### src/rtl/vreg_issue_queue_pkg.sv
`default_nettype none
// +----------------------------------------------------------------------+
// | vrvv_pkg : vlmul encodings, issue FSM states, queue entry type        |
// | Rev 1.0                                                               |
// +----------------------------------------------------------------------+
package vrvv_pkg;

  localparam logic [2:0] LMUL1     = 3'b000;
  localparam logic [2:0] LMUL2     = 3'b001;
  localparam logic [2:0] LMUL4     = 3'b010;
  localparam logic [2:0] LMUL8     = 3'b011;
  localparam logic [2:0] LMUL_RSVD = 3'b100;
  localparam logic [2:0] LMUL_F8   = 3'b101;
  localparam logic [2:0] LMUL_F4   = 3'b110;
  localparam logic [2:0] LMUL_F2   = 3'b111;

  localparam int VREG_ADDR_W = 5;

  typedef enum logic [1:0] {
    IDLE  = 2'd0,
    ISSUE = 2'd1,
    WAIT  = 2'd2
  } issue_state_e;

  typedef struct packed {
    logic [VREG_ADDR_W-1:0] addr;
    logic [2:0]             vlmul;
  } entry_t;

  // Only the low three address bits matter: the largest group is LMUL8.
  function automatic logic vlmul_legal(input logic [2:0] addr_lo, input logic [2:0] vlmul);
    logic ok;
    ok = 1'b1;
    case (vlmul)
      LMUL1:     ok = 1'b1;
      LMUL2:     ok = ~addr_lo[0];
      LMUL4:     ok = (addr_lo[1:0] == 2'b00);
      LMUL8:     ok = (addr_lo == 3'b000);
      LMUL_RSVD: ok = 1'b0;
      default:   ok = 1'b1;
    endcase
    return ok;
  endfunction

endpackage
`default_nettype wire

### src/rtl/vreg_issue_queue_if.sv
`default_nettype none
// +----------------------------------------------------------------------+
// | vreg_issue_queue_if : decode request, AGU dispatch and status bundle  |
// | Rev 1.0                                                               |
// +----------------------------------------------------------------------+
interface vreg_issue_queue_if #(
  parameter int ADDR_WIDTH = 5,
  parameter int CNT_WIDTH  = 3
);
  logic                  req_valid;
  logic                  req_ready;
  logic [ADDR_WIDTH-1:0] req_addr;
  logic [2:0]            req_vlmul;
  logic                  flush;
  logic                  agu_idle;
  logic                  agu_en;
  logic [ADDR_WIDTH-1:0] agu_addr;
  logic [2:0]            agu_vlmul;
  logic                  illegal_valid;
  logic [ADDR_WIDTH-1:0] illegal_addr;
  logic [CNT_WIDTH-1:0]  count;
  logic                  busy;

  modport master (
    output req_valid, req_addr, req_vlmul, flush, agu_idle,
    input  req_ready, agu_en, agu_addr, agu_vlmul, illegal_valid, illegal_addr, count, busy
  );

  modport slave (
    input  req_valid, req_addr, req_vlmul, flush, agu_idle,
    output req_ready, agu_en, agu_addr, agu_vlmul, illegal_valid, illegal_addr, count, busy
  );
endinterface
`default_nettype wire

### src/rtl/vreg_fifo.sv
`default_nettype none
// +----------------------------------------------------------------------+
// | vreg_fifo : synchronous FIFO with push/pop/flush and occupancy count  |
// | Rev 1.0                                                               |
// +----------------------------------------------------------------------+
module vreg_fifo #(
  parameter int WIDTH     = 8,
  parameter int DEPTH     = 4,
  parameter int CNT_WIDTH = $clog2(DEPTH+1)
) (
  input  logic                 clk,
  input  logic                 rst_n,
  input  logic                 push,
  input  logic                 pop,
  input  logic                 flush,
  input  logic [WIDTH-1:0]     wdata,
  output logic [WIDTH-1:0]     rdata,
  output logic                 full,
  output logic                 empty,
  output logic [CNT_WIDTH-1:0] count
);
  localparam int PTR_W = $clog2(DEPTH);

  logic [WIDTH-1:0]     mem [DEPTH];
  logic [PTR_W-1:0]     wr_ptr;
  logic [PTR_W-1:0]     rd_ptr;
  logic [CNT_WIDTH-1:0] cnt;
  logic                 do_push;
  logic                 do_pop;

  assign full    = (cnt == CNT_WIDTH'(DEPTH));
  assign empty   = (cnt == '0);
  assign count   = cnt;
  assign rdata   = mem[rd_ptr];
  assign do_push = push & ~full & ~flush;
  assign do_pop  = pop & ~empty & ~flush;

  always_ff @(posedge clk) begin
    if (do_push) mem[wr_ptr] <= wdata;
  end

  // DEPTH is a power of two, so pointers wrap naturally.
  always_ff @(posedge clk) begin
    if (!rst_n) begin
      wr_ptr <= '0;
      rd_ptr <= '0;
      cnt    <= '0;
    end else if (flush) begin
      rd_ptr <= wr_ptr;
      cnt    <= '0;
    end else begin
      if (do_push) wr_ptr <= wr_ptr + 1'b1;
      if (do_pop)  rd_ptr <= rd_ptr + 1'b1;
      case ({do_push, do_pop})
        2'b10:   cnt <= cnt + 1'b1;
        2'b01:   cnt <= cnt - 1'b1;
        default: cnt <= cnt;
      endcase
    end
  end
endmodule
`default_nettype wire

### src/rtl/vreg_issue_queue.sv
`default_nettype none
// +----------------------------------------------------------------------+
// | vreg_issue_queue : legality-checked vreg group queue feeding the AGU  |
// | Rev 1.0                                                               |
// +----------------------------------------------------------------------+
module vreg_issue_queue
  import vrvv_pkg::*;
#(
  parameter int ADDR_WIDTH = 5,
  parameter int DEPTH      = 4,
  parameter int CNT_WIDTH  = $clog2(DEPTH+1)
) (
  input  logic clk,
  input  logic rst_n,
  vreg_issue_queue_if.slave bus
);
  localparam int ENTRY_W = ADDR_WIDTH + 3;

  issue_state_e          state;
  logic                  full;
  logic                  empty;
  logic                  consume;
  logic                  legal;
  logic                  push;
  logic                  dispatch;
  logic                  reject;
  logic [ENTRY_W-1:0]    wdata;
  logic [ENTRY_W-1:0]    rdata;
  logic [CNT_WIDTH-1:0]  count;
  logic                  agu_en;
  logic [ADDR_WIDTH-1:0] agu_addr;
  logic [2:0]            agu_vlmul;
  logic                  illegal_valid;
  logic [ADDR_WIDTH-1:0] illegal_addr;

  assign consume  = bus.req_valid & ~full;
  assign legal    = vlmul_legal(bus.req_addr[2:0], bus.req_vlmul);
  assign push     = consume & legal & ~bus.flush;
  assign reject   = consume & ~legal & ~bus.flush;
  assign wdata    = {bus.req_addr, bus.req_vlmul};
  // agu_idle reaches only the pop and next-state logic; agu_en stays a flop.
  assign dispatch = (state != ISSUE) & ~bus.flush & bus.agu_idle & ~empty;

  vreg_fifo #(
    .WIDTH     (ENTRY_W),
    .DEPTH     (DEPTH),
    .CNT_WIDTH (CNT_WIDTH)
  ) u_fifo (
    .clk   (clk),
    .rst_n (rst_n),
    .push  (push),
    .pop   (dispatch),
    .flush (bus.flush),
    .wdata (wdata),
    .rdata (rdata),
    .full  (full),
    .empty (empty),
    .count (count)
  );

  always_ff @(posedge clk) begin
    if (!rst_n) begin
      state         <= IDLE;
      agu_en        <= 1'b0;
      agu_addr      <= '0;
      agu_vlmul     <= '0;
      illegal_valid <= 1'b0;
      illegal_addr  <= '0;
    end else begin
      agu_en        <= dispatch;
      illegal_valid <= reject;
      if (reject)   illegal_addr <= bus.req_addr;
      if (dispatch) {agu_addr, agu_vlmul} <= rdata;
      case (state)
        IDLE:    if (dispatch) state <= ISSUE;
        ISSUE:   state <= WAIT;
        WAIT: begin
          if (dispatch)                               state <= ISSUE;
          else if (~bus.flush & bus.agu_idle & empty) state <= IDLE;
        end
        default: state <= IDLE;
      endcase
    end
  end

  assign bus.req_ready     = ~full;
  assign bus.agu_en        = agu_en;
  assign bus.agu_addr      = agu_addr;
  assign bus.agu_vlmul     = agu_vlmul;
  assign bus.illegal_valid = illegal_valid;
  assign bus.illegal_addr  = illegal_addr;
  assign bus.count         = count;
  assign bus.busy          = (count != '0) | (state != IDLE);
endmodule
`default_nettype wire

### src/flat_wrapper.sv
// flat-port wrapper written by rule: the top's interface ports become plain ports
module vreg_issue_queue_flat import vrvv_pkg::*;
#(
  parameter int ADDR_WIDTH = 5,
  parameter int DEPTH      = 4,
  parameter int CNT_WIDTH  = $clog2(DEPTH+1)
)
  (clk, rst_n, bus_req_valid, bus_req_addr, bus_req_vlmul, bus_flush, bus_agu_idle, bus_req_ready, bus_agu_en, bus_agu_addr, bus_agu_vlmul, bus_illegal_valid, bus_illegal_addr, bus_count, bus_busy);
  vreg_issue_queue_if #(.ADDR_WIDTH(ADDR_WIDTH), .CNT_WIDTH(CNT_WIDTH)) bus_i ();
  input  logic clk;
  input  logic rst_n;
  input wire logic [$bits(bus_i.req_valid)-1:0] bus_req_valid;
  input wire logic [$bits(bus_i.req_addr)-1:0] bus_req_addr;
  input wire logic [$bits(bus_i.req_vlmul)-1:0] bus_req_vlmul;
  input wire logic [$bits(bus_i.flush)-1:0] bus_flush;
  input wire logic [$bits(bus_i.agu_idle)-1:0] bus_agu_idle;
  output wire logic [$bits(bus_i.req_ready)-1:0] bus_req_ready;
  output wire logic [$bits(bus_i.agu_en)-1:0] bus_agu_en;
  output wire logic [$bits(bus_i.agu_addr)-1:0] bus_agu_addr;
  output wire logic [$bits(bus_i.agu_vlmul)-1:0] bus_agu_vlmul;
  output wire logic [$bits(bus_i.illegal_valid)-1:0] bus_illegal_valid;
  output wire logic [$bits(bus_i.illegal_addr)-1:0] bus_illegal_addr;
  output wire logic [$bits(bus_i.count)-1:0] bus_count;
  output wire logic [$bits(bus_i.busy)-1:0] bus_busy;
  assign bus_i.req_valid = bus_req_valid;
  assign bus_i.req_addr = bus_req_addr;
  assign bus_i.req_vlmul = bus_req_vlmul;
  assign bus_i.flush = bus_flush;
  assign bus_i.agu_idle = bus_agu_idle;
  assign bus_req_ready = bus_i.req_ready;
  assign bus_agu_en = bus_i.agu_en;
  assign bus_agu_addr = bus_i.agu_addr;
  assign bus_agu_vlmul = bus_i.agu_vlmul;
  assign bus_illegal_valid = bus_i.illegal_valid;
  assign bus_illegal_addr = bus_i.illegal_addr;
  assign bus_count = bus_i.count;
  assign bus_busy = bus_i.busy;
  vreg_issue_queue #(.ADDR_WIDTH(ADDR_WIDTH), .DEPTH(DEPTH), .CNT_WIDTH(CNT_WIDTH)) u_core (.clk(clk), .rst_n(rst_n), .bus(bus_i));
endmodule
### config.mk
export PLATFORM = sky130hd
export DESIGN_NAME = vreg_issue_queue_flat
export DESIGN_NICKNAME = d
export VERILOG_FILES = /design/src/rtl/vreg_issue_queue_pkg.sv /design/src/rtl/vreg_issue_queue_if.sv /design/src/rtl/vreg_fifo.sv /design/src/rtl/vreg_issue_queue.sv /design/src/flat_wrapper.sv
export SDC_FILE = /design/constraint.sdc
export NUM_CORES = 1
export LEC_CHECK = 0
export ABC_AREA = 1
export CAP_MARGIN = 20
export CORE_MARGIN = 2
export CORE_UTILIZATION = 40
export DETAILED_ROUTE_END_ITERATION = 10
export GPL_TIMING_DRIVEN = 0
export SLEW_MARGIN = 20
export SYNTH_ARGS = -nofsm -noshare
export SYNTH_HDL_FRONTEND = slang
export SYNTH_SLANG_ARGS = --single-unit
### constraint.sdc
create_clock -name clk -period 2.45 [get_ports clk]
set_input_delay 0.735 -clock clk [delete_from_list [all_inputs] [get_ports clk]]
set_output_delay 0.735 -clock clk [all_outputs]
set_load 0.1 [all_outputs]
==> reports/results.tsv <==
stage	metric	value	unit
pwr	leakage	1.22	nW
cts	cts_buffers	5	
detailed_routing	detailroute.via_count	1677	
timing	fmax	0.420	GHz
cells_and_area	area_growth	23.7	%
global_routing	grt_max_degree	18	
place	dp_slack	-556	ps
detailed_routing	wl_per_cell	13.2	um
synth	yosys_warnings	0	
cts	path_clk_slew	100	ps
floorplan	core_area	5610	um2
critical_path	crit_fanout	7	
critical_path	max_stage_delay	370	ps
synth	yosysUniqueCellTypes	29	
global_routing	antenna_found_initial	0	
pwr	power	1.78	mW
timing	finalHoldViolCount	0	
timing	slew_violations	0	
run	cap_violations	0	
critical_path	path_common_cell	nand2_1	
detailed_routing	viasPerCell	4.66	
pwr	peakVddDrop	0.000338	V
detailed_routing	drc	0	
cts	cts_tree	built	
synth	yosysSeqAreaShare	61.0	%
cells_and_area	nets	306	
critical_path	critPathBufInv	2	
floorplan	initial_core_util	42.1	%
critical_path	reg2reg_slack	440	ps
cells_and_area	drive_gt1_share	14.9	%
critical_path	critPathCaptureType	register	
critical_path	start_kind	primary input	
floorplan	die_area	6540	um2
critical_path	crit_chain	dlygate4sd2_1, nand2_1, nand2_1, nand2_1, nand2_1, nand2_1, nand3_4, ha_4, inv_4, fa_2, a21oi_2, o21ai_1, xor2_1, nor2_1	
cells_and_area	layout.cells.non_filler	360	
place	hpwl	3240	um
timing	fin_crit_sh	97.1	%
floorplan	io_pins	33	
global_routing	grt_pass1_vias	1528	
critical_path	critical_path_class	in -> reg	
cts	htree_levels	2	
timing	relSlewSlack	36.3	%
timing	setup_violations	0	
synth	avgSynthCellArea	9.80	um2
detailed_routing	ant_nets	0	
timing	fin_skew	10.8	ps
critical_path	cp_top_family	simple AND/OR/NAND/NOR gates	
detailed_routing	drt_first_iter_violations	71	
timing	max_slew.worst_pin.slew	960	ps
min_path	hold_path.class	reg -> reg	
critical_path	required	2690	ps
synth	ys_seq_elements	56	
global_routing	grt_pass1_wl	7650	um
place	gp_congestion	0.739	
global_routing	track_usage	15.8	%
timing	post-route-min-period	2380	ps
global_routing	grt.overflow.total	0	
synth	syn_nets	260	
cts	clock_tree.buffer_depth	2	
synth	syn_area	2360	um2
critical_path	worstPathArrival	2610	ps
synth	postSynthCellCount	241	
place	placed_cells	345	
cells_and_area	antenna_cells	0	
detailed_routing	wl	4740	um
timing	setup_tns	0	ps
floorplan	fp.dieW	80.9	um
floorplan	fp.dieH	80.9	um
timing	fin_ws	71.7	ps
timing	fin_hold_ws	492	ps
place	port_buffers	32	
cts	cts_root_buf	clkbuf_8	
floorplan	rows	27	
detailed_routing	dr.pass1.iters	4	
pwr	p_per_area	609	nW/um2
cts	insertion_delay	310	ps
run_status	status	finished, final reports clean	
cts	numClockSinks	56	
critical_path	cp_slowest_cell	fa_2	
## where the power goes
| part | total, mW | internal, mW | switching [mW] |
|---|---|---|---|
| registers | 1.03 | 1.02 | 0.0104 |
| clock network | 0.492 | 0.204 | 0.288 |
| logic | 0.262 | 0.0735 | 0.188 |
## layout make-up
type | instances | area [um2]
fill | 537 | 2690
sequential | 56 | 1450
multi-input combinational | 151 | 796
timing repair buffer | 39 | 340
inverter | 26 | 101
tap | 72 | 90.1
clock buffer | 6 | 72.6
buffer | 8 | 62.6
clock inverter | 2 | 13.8
## logic make-up (layout without fill, tap and decap cells)
kind of cell               Yosys count  in the layout  synth area share [%]
DFF                                 56             56                  61.0
and+or+nand+nor                     93             93                  16.4
adders and majority gates            6              6                  3.50
buffers and inverters               34             81                  6.83
AOI/OAI and AO/OA                   50             50                  11.5
xor gates and xnor gates             2              2                 0.742
## timing repair
action | in CTS | in global routing
setup buffers | 6 | 1
pin swaps | 4 | 7
resized for setup | 29 | 15
hold buffers | 0 | 0
endpoints found under the setup margin | 46 | 36
## synthesized netlist by cell type
library cell / number / area, um2
nor2_1: 53 / 199
edfxtp_1: 32 / 961
o21ai_0: 28 / 140
nand2_1: 25 / 93.8
dfxtp_1: 24 / 480
inv_1: 22 / 82.6
a21oi_1: 10 / 50.1
a31oi_1: 8 / 50.1
nand3_1: 7 / 35.0
ha_1: 5 / 62.6
buf_4: 3 / 22.5
nand2_2: 3 / 18.8
a211oi_1: 2 / 15.0
buf_2: 2 / 10.0
inv_2: 2 / 7.51
xor2_1: 2 / 17.5
a21oi_2: 1 / 8.76
buf_6: 1 / 11.3
clkbuf_2: 1 / 5.00
clkbuf_8: 1 / 13.8
clkinv_1: 1 / 3.75
clkinv_2: 1 / 5.00
fa_1: 1 / 20.0
nand3_2: 1 / 10.0
nand4_1: 1 / 6.26
nor2_2: 1 / 6.26
nor2_4: 1 / 11.3
nor4_1: 1 / 6.26
o21ai_2: 1 / 8.76
## worst reg2reg max path, delay by kind of cell, from the launching register on
kind / cells / cell delay, ps
XOR/XNOR: 1 / 160
adder cells (fa/ha/maj): 2 / 520
AO/OA/AOI/OAI: 3 / 370
buffers and inverters: 1 / 40
AND/OR/NAND/NOR: 3 / 490
flip-flops: 1 / 350
## state kept, by name, indices dropped and copies added, names as in the netlist
name                      flops
u_core.u_fifo.rd_ptr          2
u_core.bus.agu_vlmul          3
u_core.bus.agu_en             1
u_core.state                  2
u_core.bus.illegal_addr       5
u_core.bus.agu_addr           5
u_core.u_fifo.wr_ptr          2
u_core.u_fifo.mem            32
u_core.u_fifo.count           3
u_core.bus.illegal_valid      1
## placed cells by master, fill, tap and decap left out, types with 3 or more instances in the layout
cell type	synthesis	routed
a21oi_1	10	9
a31oi_1	8	8
buf_4	3	10
clkbuf_2	1	3
clkbuf_8	1	6
clkdlybuf4s50_1	0	4
dfxtp_1	24	21
dfxtp_2	0	3
dlygate4sd2_1	0	22
edfxtp_1	32	32
ha_1	5	4
inv_1	22	21
nand2_1	25	25
nand2_2	3	3
nand3_1	7	7
nor2_1	53	52
o21ai_0	28	27
## worst paths after layout
kind / cells past startpoint / end / start
hold reg to reg: 2 / u_core.u_fifo.count[0]$_SDFFE_PP0P_ / u_core.u_fifo.count[0]$_SDFFE_PP0P_
hold / removal: 2 / u_core.u_fifo.count[0]$_SDFFE_PP0P_ / u_core.u_fifo.count[0]$_SDFFE_PP0P_
setup reg to reg: 10 / u_core.u_fifo.count[2]$_SDFFE_PP0P_ / u_core.u_fifo.count[0]$_SDFFE_PP0P_
setup / recovery: 14 / u_core.u_fifo.count[2]$_SDFFE_PP0P_ / bus_req_vlmul[1]
## layer usage
layer  vias up  GRT usage [%]  routed length, um
li1        893              -                  -
met1       740           22.0               2370
met2        38           24.8               2090
met3         6           3.33                219
met4         0           5.08                 59
met5         -              0                  0
## metrics by stage
stage | area [um2] | util [%]
CTS | 2890 | 51.5
detailed placement | 2780 | 49.5
global route | 2920 | 52.1
finish | 2920 | 52.1
floorplan | 2370 | -
global placement | 2780 | 49.5
No activity file was read; power rests on OpenSTA's default activity.
